`src/rtl/uart_tx_param.sv`:
```
// uart_tx_param: parametrised UART transmitter with an internal baud divider
// and a valid/ready input handshake. Frame: start, DATA_BITS data (LSB first),
// optional parity, STOP_BITS stop bits. All outputs except in_ready are registered.
module uart_tx_param #(
    parameter int CLKS_PER_BIT = 16,
    parameter int DATA_BITS    = 8,
    parameter int PARITY       = 0,
    parameter int STOP_BITS    = 1
) (
    input  logic                 clk,
    input  logic                 rst,
    input  logic                 in_valid,
    output logic                 in_ready,
    input  logic [DATA_BITS-1:0] in_data,
    output logic                 out,
    output logic                 busy,
    output logic                 done
);

    localparam int BAUD_W = $clog2(CLKS_PER_BIT);
    localparam int BIT_W  = $clog2(DATA_BITS);
    localparam logic [BAUD_W-1:0] BAUD_LAST = BAUD_W'(CLKS_PER_BIT - 1);
    localparam logic [BIT_W-1:0]  BIT_LAST  = BIT_W'(DATA_BITS - 1);
    localparam logic              STOP_LAST = 1'(STOP_BITS - 1);

    generate
        if (PARITY < 0 || PARITY > 2 || !(STOP_BITS == 1 || STOP_BITS == 2) ||
            CLKS_PER_BIT < 2 || CLKS_PER_BIT > 65535 ||
            DATA_BITS < 5 || DATA_BITS > 9) begin : g_bad_params
            $error("uart_tx_param: illegal parameter combination");
        end
    endgenerate

    typedef enum logic [2:0] {
        S_IDLE,
        S_START,
        S_DATA,
        S_PARITY,
        S_STOP
    } state_t;

    state_t                r_state, w_state_n;
    logic [BAUD_W-1:0]     r_baud,  w_baud_n;
    logic [BIT_W-1:0]      r_bit,   w_bit_n;
    logic                  r_stop,  w_stop_n;
    logic [DATA_BITS-1:0]  r_shift, w_shift_n;
    logic                  r_par,   w_par_n;
    logic                  r_out,   w_out_n;
    logic                  r_busy,  w_busy_n;
    logic                  r_done,  w_done_n;
    logic                  w_bit_end;

    assign in_ready = (r_state == S_IDLE) && !rst;
    assign out      = r_out;
    assign busy     = r_busy;
    assign done     = r_done;

    // State register and registered datapath/outputs
    always_ff @(posedge clk) begin
        if (rst) begin
            r_state <= S_IDLE;
            r_baud  <= '0;
            r_bit   <= '0;
            r_stop  <= 1'b0;
            r_shift <= '0;
            r_par   <= 1'b0;
            r_out   <= 1'b1;
            r_busy  <= 1'b0;
            r_done  <= 1'b0;
        end else begin
            r_state <= w_state_n;
            r_baud  <= w_baud_n;
            r_bit   <= w_bit_n;
            r_stop  <= w_stop_n;
            r_shift <= w_shift_n;
            r_par   <= w_par_n;
            r_out   <= w_out_n;
            r_busy  <= w_busy_n;
            r_done  <= w_done_n;
        end
    end

    // Next-state, counters and next value of the registered line output
    always_comb begin
        w_state_n = r_state;
        w_baud_n  = r_baud + 1'b1;
        w_bit_n   = r_bit;
        w_stop_n  = r_stop;
        w_shift_n = r_shift;
        w_par_n   = r_par;
        w_busy_n  = r_busy;
        w_done_n  = 1'b0;
        w_bit_end = (r_baud == BAUD_LAST);

        case (r_state)
            S_IDLE: begin
                w_baud_n = '0;
                w_busy_n = 1'b0;
                if (in_valid && in_ready) begin
                    w_state_n = S_START;
                    w_shift_n = in_data;
                    w_par_n   = (PARITY == 1) ? ~^in_data : ^in_data;
                    w_bit_n   = '0;
                    w_stop_n  = 1'b0;
                    w_busy_n  = 1'b1;
                end
            end
            S_START: begin
                if (w_bit_end) begin
                    w_state_n = S_DATA;
                    w_baud_n  = '0;
                end
            end
            S_DATA: begin
                if (w_bit_end) begin
                    w_baud_n = '0;
                    if (r_bit == BIT_LAST) begin
                        w_state_n = (PARITY != 0) ? S_PARITY : S_STOP;
                    end else begin
                        w_bit_n   = r_bit + 1'b1;
                        w_shift_n = r_shift >> 1;
                    end
                end
            end
            S_PARITY: begin
                if (w_bit_end) begin
                    w_state_n = S_STOP;
                    w_baud_n  = '0;
                end
            end
            S_STOP: begin
                if (w_bit_end) begin
                    w_baud_n = '0;
                    if (r_stop == STOP_LAST) begin
                        w_state_n = S_IDLE;
                        w_busy_n  = 1'b0;
                        w_done_n  = 1'b1;
                    end else begin
                        w_stop_n = r_stop + 1'b1;
                    end
                end
            end
            default: begin
                w_state_n = S_IDLE;
                w_baud_n  = '0;
                w_busy_n  = 1'b0;
            end
        endcase

        // Line level is decoded from the next state so out is registered
        // yet changes on the same edge as the state.
        case (w_state_n)
            S_START:  w_out_n = 1'b0;
            S_DATA:   w_out_n = w_shift_n[0];
            S_PARITY: w_out_n = w_par_n;
            default:  w_out_n = 1'b1;
        endcase
    end

endmodule
```
`config.mk`:
```
export PLATFORM = sky130hd
export DESIGN_NAME = uart_tx_param
export DESIGN_NICKNAME = d
export VERILOG_FILES = /design/src/rtl/uart_tx_param.sv
export SDC_FILE = /design/constraint.sdc
export NUM_CORES = 1
export LEC_CHECK = 0
export CAP_MARGIN = 20
export CORE_MARGIN = 1
export CORE_UTILIZATION = 45
export CTS_CLUSTER_SIZE = 28
export DETAILED_ROUTE_END_ITERATION = 7
export GPL_ROUTABILITY_DRIVEN = 0
export HOLD_SLACK_MARGIN = 0.03
export PLACE_DENSITY = 0.68
export SLEW_MARGIN = 10
export SYNTH_ARGS = -nofsm -noshare
export SYNTH_HDL_FRONTEND = slang
export SYNTH_SLANG_ARGS = --single-unit
```
`constraint.sdc`:
```
create_clock -name clk -period 2.2 [get_ports clk]
set_clock_uncertainty 0.05 [all_clocks]
set_input_delay 0.33 -clock clk [delete_from_list [all_inputs] [get_ports clk]]
set_output_delay 0.33 -clock clk [all_outputs]
set_load 0.005 [all_outputs]
```
# ---- After elaboration in Yosys (flattened, before gate mapping)
# Cells that the tools add are included.
dict set report classes {
  bitwise_logic 4
  n_addsub 3
  reduce_logical 14
  n_eq_ne 14
  muxes 28
}
# operator count
set ops {}
lappend ops {{two-way mux 3 bit} 10}
lappend ops {{two-way mux 8 bit} 3}
lappend ops {{one-hot mux 8 bit (2 select lines)} 1}
lappend ops {{one-hot mux 3 bit (5 select lines)} 1}
lappend ops {{equality test 3 x 2 -> 1 bit, second input constant} 4}
lappend ops {{two-way mux 1 bit} 9}
lappend ops {{OR reduction 3 bit} 3}
lappend ops {{!= test 2 bit, second input constant} 4}
lappend ops {{XOR reduction 8 bit} 1}
lappend ops {{equality test 3 x 1 -> 1 bit, second input constant} 2}
lappend ops {{equality test 3 bit, second input constant} 2}
lappend ops {{one-hot mux 1 bit (3 select lines)} 2}
lappend ops {{one-hot mux 3 bit (2 select lines)} 1}
lappend ops {{AND reduction 3 bit} 2}
lappend ops {{adder 4 x 1 -> 4 bit, second input constant} 1}
lappend ops {{equality test 4 bit, second input constant} 1}
lappend ops {{NOT 1 bit} 4}
lappend ops {{AND reduction 4 bit} 1}
lappend ops {{nonzero test 2 bit} 2}
lappend ops {{OR reduction 4 bit} 1}
lappend ops {{adder 3 x 1 -> 3 bit, second input constant} 1}
lappend ops {{zero test 3 bit} 1}
lappend ops {{logical AND 1 bit} 2}
lappend ops {{!= test 2 x 1 -> 1 bit, second input constant} 1}
lappend ops {{3 further kinds} 3}
dict set report totals {
  output_inout_bits 4
  word_cells 73
  reg_bits 23
  in_bits 11
}

# ---- Depth between registers and ports, before layout
dict set report depth {
  depth_word 7
  mapped_depth 7
}

# ---- Worst setup path after synthesis
# OpenSTA, ideal clock, no wires.
dict set report synth_timing {
  kind {register to register}
  startpoint {register r_bit[0]}
  endpoint {register r_out, in the netlist out}
  synth_period_minus_slack_ns 1.805
  path_slack_ns 0.395
  path_stages_with_launch 8
  setup_ns 0.120
  t_arrival_ns 1.635
  cell_sequence {dfxtp_1 ha_1 ha_1 nor4b_2 and2_1 buf_4 o311ai_4 a211o_1}
}
dict set report synth_via {
  elab_chain_cells 6
  word_cells_on_any_way 11
  classes_between {eq/ne: 4; mux: 7}
}
# item line
set synth_rtl {}
lappend synth_rtl {{start: declaration} 44} ;# logic [BIT_W-1:0] r_bit, w_bit_n;
lappend synth_rtl {{start signal: assignment} 73} ;# r_bit <= w_bit_n;
lappend synth_rtl {{equality test 3 bit *} 117} ;# if (r_bit == BIT_LAST) begin
lappend synth_rtl {{two-way mux 3 bit} 117}
lappend synth_rtl {{two-way mux 3 bit} 115} ;# if (w_bit_end) begin
lappend synth_rtl {{one-hot mux 3 bit (5 select lines)} 95} ;# case (r_state)
lappend synth_rtl {{equality test 3 x 2 -> 1 bit or equality test 3 x 1 -> 1 bit (tied branches)} 152} ;# case (w_state_n)
lappend synth_rtl {{one-hot mux 1 bit (3 select lines) *} 152}
lappend synth_rtl {{end signal: assignment} 77} ;# r_out <= w_out_n;
lappend synth_rtl {{end: declaration} 48} ;# logic r_out, w_out_n;
# Mark *: on every way between the ends. The rest lies on a longest branch, timed or not. The select of a mux whose other input is x is not followed.
# A chain may end at the register's enable or synchronous reset.

# ---- Worst setup path after layout
dict set report layout_timing {
  startpoint {register r_state[2]}
  endpoint {output in_ready}
}
dict set report layout_via {
  elab_chain_cells 2
}
# item line
set layout_rtl {}
lappend layout_rtl {{start: declaration} 42} ;# state_t r_state, w_state_n;
lappend layout_rtl {{start signal: assignment} 71} ;# r_state <= w_state_n;
lappend layout_rtl {{zero test 3 bit} 53} ;# assign in_ready = (r_state == S_IDLE) && !rst;
lappend layout_rtl {{logical AND 1 bit} 53}
lappend layout_rtl {{end: declaration} 13} ;# output logic in_ready,
# Every way passes these cells.

==> flow_metrics.env <==
export IMPL_status="finished, final reports clean"
export IMPL_synth_distinct_cells=35
export IMPL_drv_cap=0
export IMPL_maxSlewHeadroom_pct=72.9
export IMPL_syn2layout_area_growth_pct=17.8
export IMPL_multiInputGateArea_um2=563
export IMPL_ant_nets=0
export IMPL_port_buffers=14
export IMPL_final_setup_tns_ns=0
export IMPL_dp_hpwl_um=1510
export IMPL_peakVddDrop_v=0.000356
export IMPL_rsz0062_at_grt="false"
export IMPL_io_pins=15
export IMPL_use_met1_pct=22.3
export IMPL_synth_edf_count=0
export IMPL_cp_end_kind="primary output"
export IMPL_cts_buffers=3
export IMPL_power_leakage_nw=0.434
export IMPL_die_width_um=50.6
export IMPL_regArea_um2=440
export IMPL_coreArea_um2=2210
export IMPL_postCtsHoldBufs=0
export IMPL_syn_cell_area_um2=1060
export IMPL_r2r_cells=7
export IMPL_drt_wl_total_um=2130
export IMPL_postCtsSetupBuffers=0
export IMPL_hold_violations=0
export IMPL_cp_max_fo=8
export IMPL_critical_path_arrival_ns=1.61
export IMPL_reg2reg_slack_ns=0.28
export IMPL_die_y_um=50.6
export IMPL_synth_ff_type="dfxtp_1"
export IMPL_path_class="flip-flop to primary output"
export IMPL_layout_nets=143
export IMPL_antenna_cells=0
export IMPL_grt_busiest_layer="met2"
export IMPL_drt_iter0_drc=10
export IMPL_vias=885
export IMPL_grt_max_degree=20
export IMPL_first_global_vias=813
export IMPL_die_area_um2=2560
export IMPL_max_freq_ghz=0.502
export IMPL_cts_tree="yes"
export IMPL_antenna_found_initial=0
export IMPL_clock_latency_ns=0.31
export IMPL_synth_net_count=127
export IMPL_synth_cells=113
export IMPL_dr_pass1_iters=4
export IMPL_whs_ns=0.406
export IMPL_track_usage_pct=18.4
export IMPL_finalSetupViolCount=0
export IMPL_hold_path_endpoint="r_baud[0]"
export IMPL_hold_path_depth=1
export IMPL_startpoint="r_state[2]"
export IMPL_ys_warn_count=0
export IMPL_clk_pin_slew_ns=0.12
export IMPL_ys_ff_latch=22
export IMPL_start_util_pct=48.1
export IMPL_htreeDepth=1
export IMPL_cts_root_buf="clkbuf_4"
export IMPL_grt_ovfl_total=0
export IMPL_avgViaCountPerCell=5.67
export IMPL_clockBufferDepth=2
export IMPL_cts_sinks=22
export IMPL_fillers=221
export IMPL_min_from="r_baud[0]"
export IMPL_fin_util_pct=56.6
export IMPL_async_flop_share_pct=0
export IMPL_powerDensity_nw_per_um2=607
export IMPL_rows=17
export IMPL_grt_pass1_wl_um=3550
export IMPL_cp_start_kind="flip-flop"
export IMPL_post_route_min_period_ns=1.99
export IMPL_avgSynthCellArea_um2=9.41
export IMPL_met2_usage_pct=31.8
export IMPL_drive_gt1_share_pct=8.59
export IMPL_ctsResizeCount=0
export IMPL_min_period_over_period_pct=90.5
export IMPL_hp_class="flip-flop to flip-flop"
export IMPL_drcViolationCount=0
export IMPL_yosysSeqAreaShare_pct=41.4
export IMPL_routedWlPerCell_um=13.7
export IMPL_rr_endpoint="r_bit[1]"
export IMPL_cp_required_ns=1.82
export IMPL_tightest_slew_ns=0.406
export IMPL_globalRouteMet3Util_pct=2.73
export IMPL_r2r_start="r_bit[0]"
export IMPL_slew_viol_final=0
==> cells in the mapped netlist (2+ instances only) <==
cell type | instances | area share, %
a21oi_1 | 12 | 5.6
a22oi_1 | 6 | 4.2
clkbuf_1 | 3 | 1.1
dfxtp_1 | 22 | 41
ha_1 | 3 | 3.5
inv_1 | 4 | 1.4
nand2_1 | 2 | 0.71
nand2b_1 | 2 | 1.2
nand3_1 | 17 | 8.0
nand4_1 | 2 | 1.2
nor2_1 | 8 | 2.8
xnor2_1 | 9 | 7.4
==> metal layers <==
| layer | vias to the layer above | wire [um] | part of all wire (%) |
|---|---|---|---|
| li1 | 442 | - | - |
| met1 | 425 | 1050 | 49 |
| met2 | 14 | 982 | 46 |
| met3 | 4 | 67 | 3.1 |
| met4 | 0 | 36 | 1.7 |
| met5 | - | 0 | 0 |
==> state kept, by name (all words and copies together), names as in the netlist <==
name / cells
done: 1
r_baud: 4
r_state: 3
r_par: 1
r_shift: 8
out: 1
busy: 1
r_bit: 3
==> worst max path at each step <==
stage	end	slack, ns	depth (start not counted)
2_1_floorplan	out	0.39	7
3_3_place_gp	out	0.31	6
3_5_place_dp	out	0.31	6
4_1_cts	in_ready	0.20	2
5_1_grt	in_ready	0.15	2
6_report	in_ready	0.21	2
==> per-stage QoR <==
| step | cell area, um^2 | power, mW | instances | setup slack, ns |
|---|---|---|---|---|
| floorplan | 1060 | 0.499 | 113 | 0.395 |
| global placement | 1220 | 0.541 | 152 | 0.309 |
| detailed placement | 1220 | 0.542 | 152 | 0.310 |
| CTS | 1250 | 0.763 | 156 | 0.195 |
| global route | 1250 | 0.786 | 156 | 0.149 |
| finish | 1250 | 0.760 | 156 | 0.208 |
==> where the power goes <==
part           switching [mW]  internal [mW]  total (mW)
clock                   0.125          0.101       0.226
combinational          0.0504         0.0620       0.112
sequential            0.00943          0.412       0.422
==> worst max-delay path, cell delays in order, from the launching register on <==
cell             delay (ns)
dfxtp_1                0.43
nor4_4                 0.32
clkdlybuf4s50_1        0.55
==> layout by cell type (no fill, tap or decap), types with 3 or more instances in the layout <==
cell type        count
clkbuf_4             3
nand3_1             17
a21oi_1             12
xnor2_1              9
dfxtp_1             22
a22oi_1              6
nor2_1               8
clkdlybuf4s50_1     14
ha_1                 3
inv_1                4
buf_4                3
==> final cells by class <==
cell class | instances | area share [%]
Sequential cell | 22 | 35.2
Tap cell | 28 | 2.80
Multi-Input combinational cell | 81 | 45.0
Clock buffer | 4 | 2.90
Timing Repair Buffer | 17 | 13.0
Inverter | 4 | 1.20
==> kinds of logic (layout without fill, tap and decap cells) <==
| logic type | after synthesis | in the layout | synth area share, % |
|---|---|---|---|
| compound gates | 27 | 27 | 18.6 |
| xor+xnor | 10 | 10 | 8.24 |
| fa+ha+maj | 3 | 3 | 3.53 |
| buf+inv | 10 | 25 | 5.65 |
| flops | 22 | 22 | 41.4 |
| simple gates | 41 | 41 | 22.6 |
No activity file was read; power rests on OpenSTA's default activity.
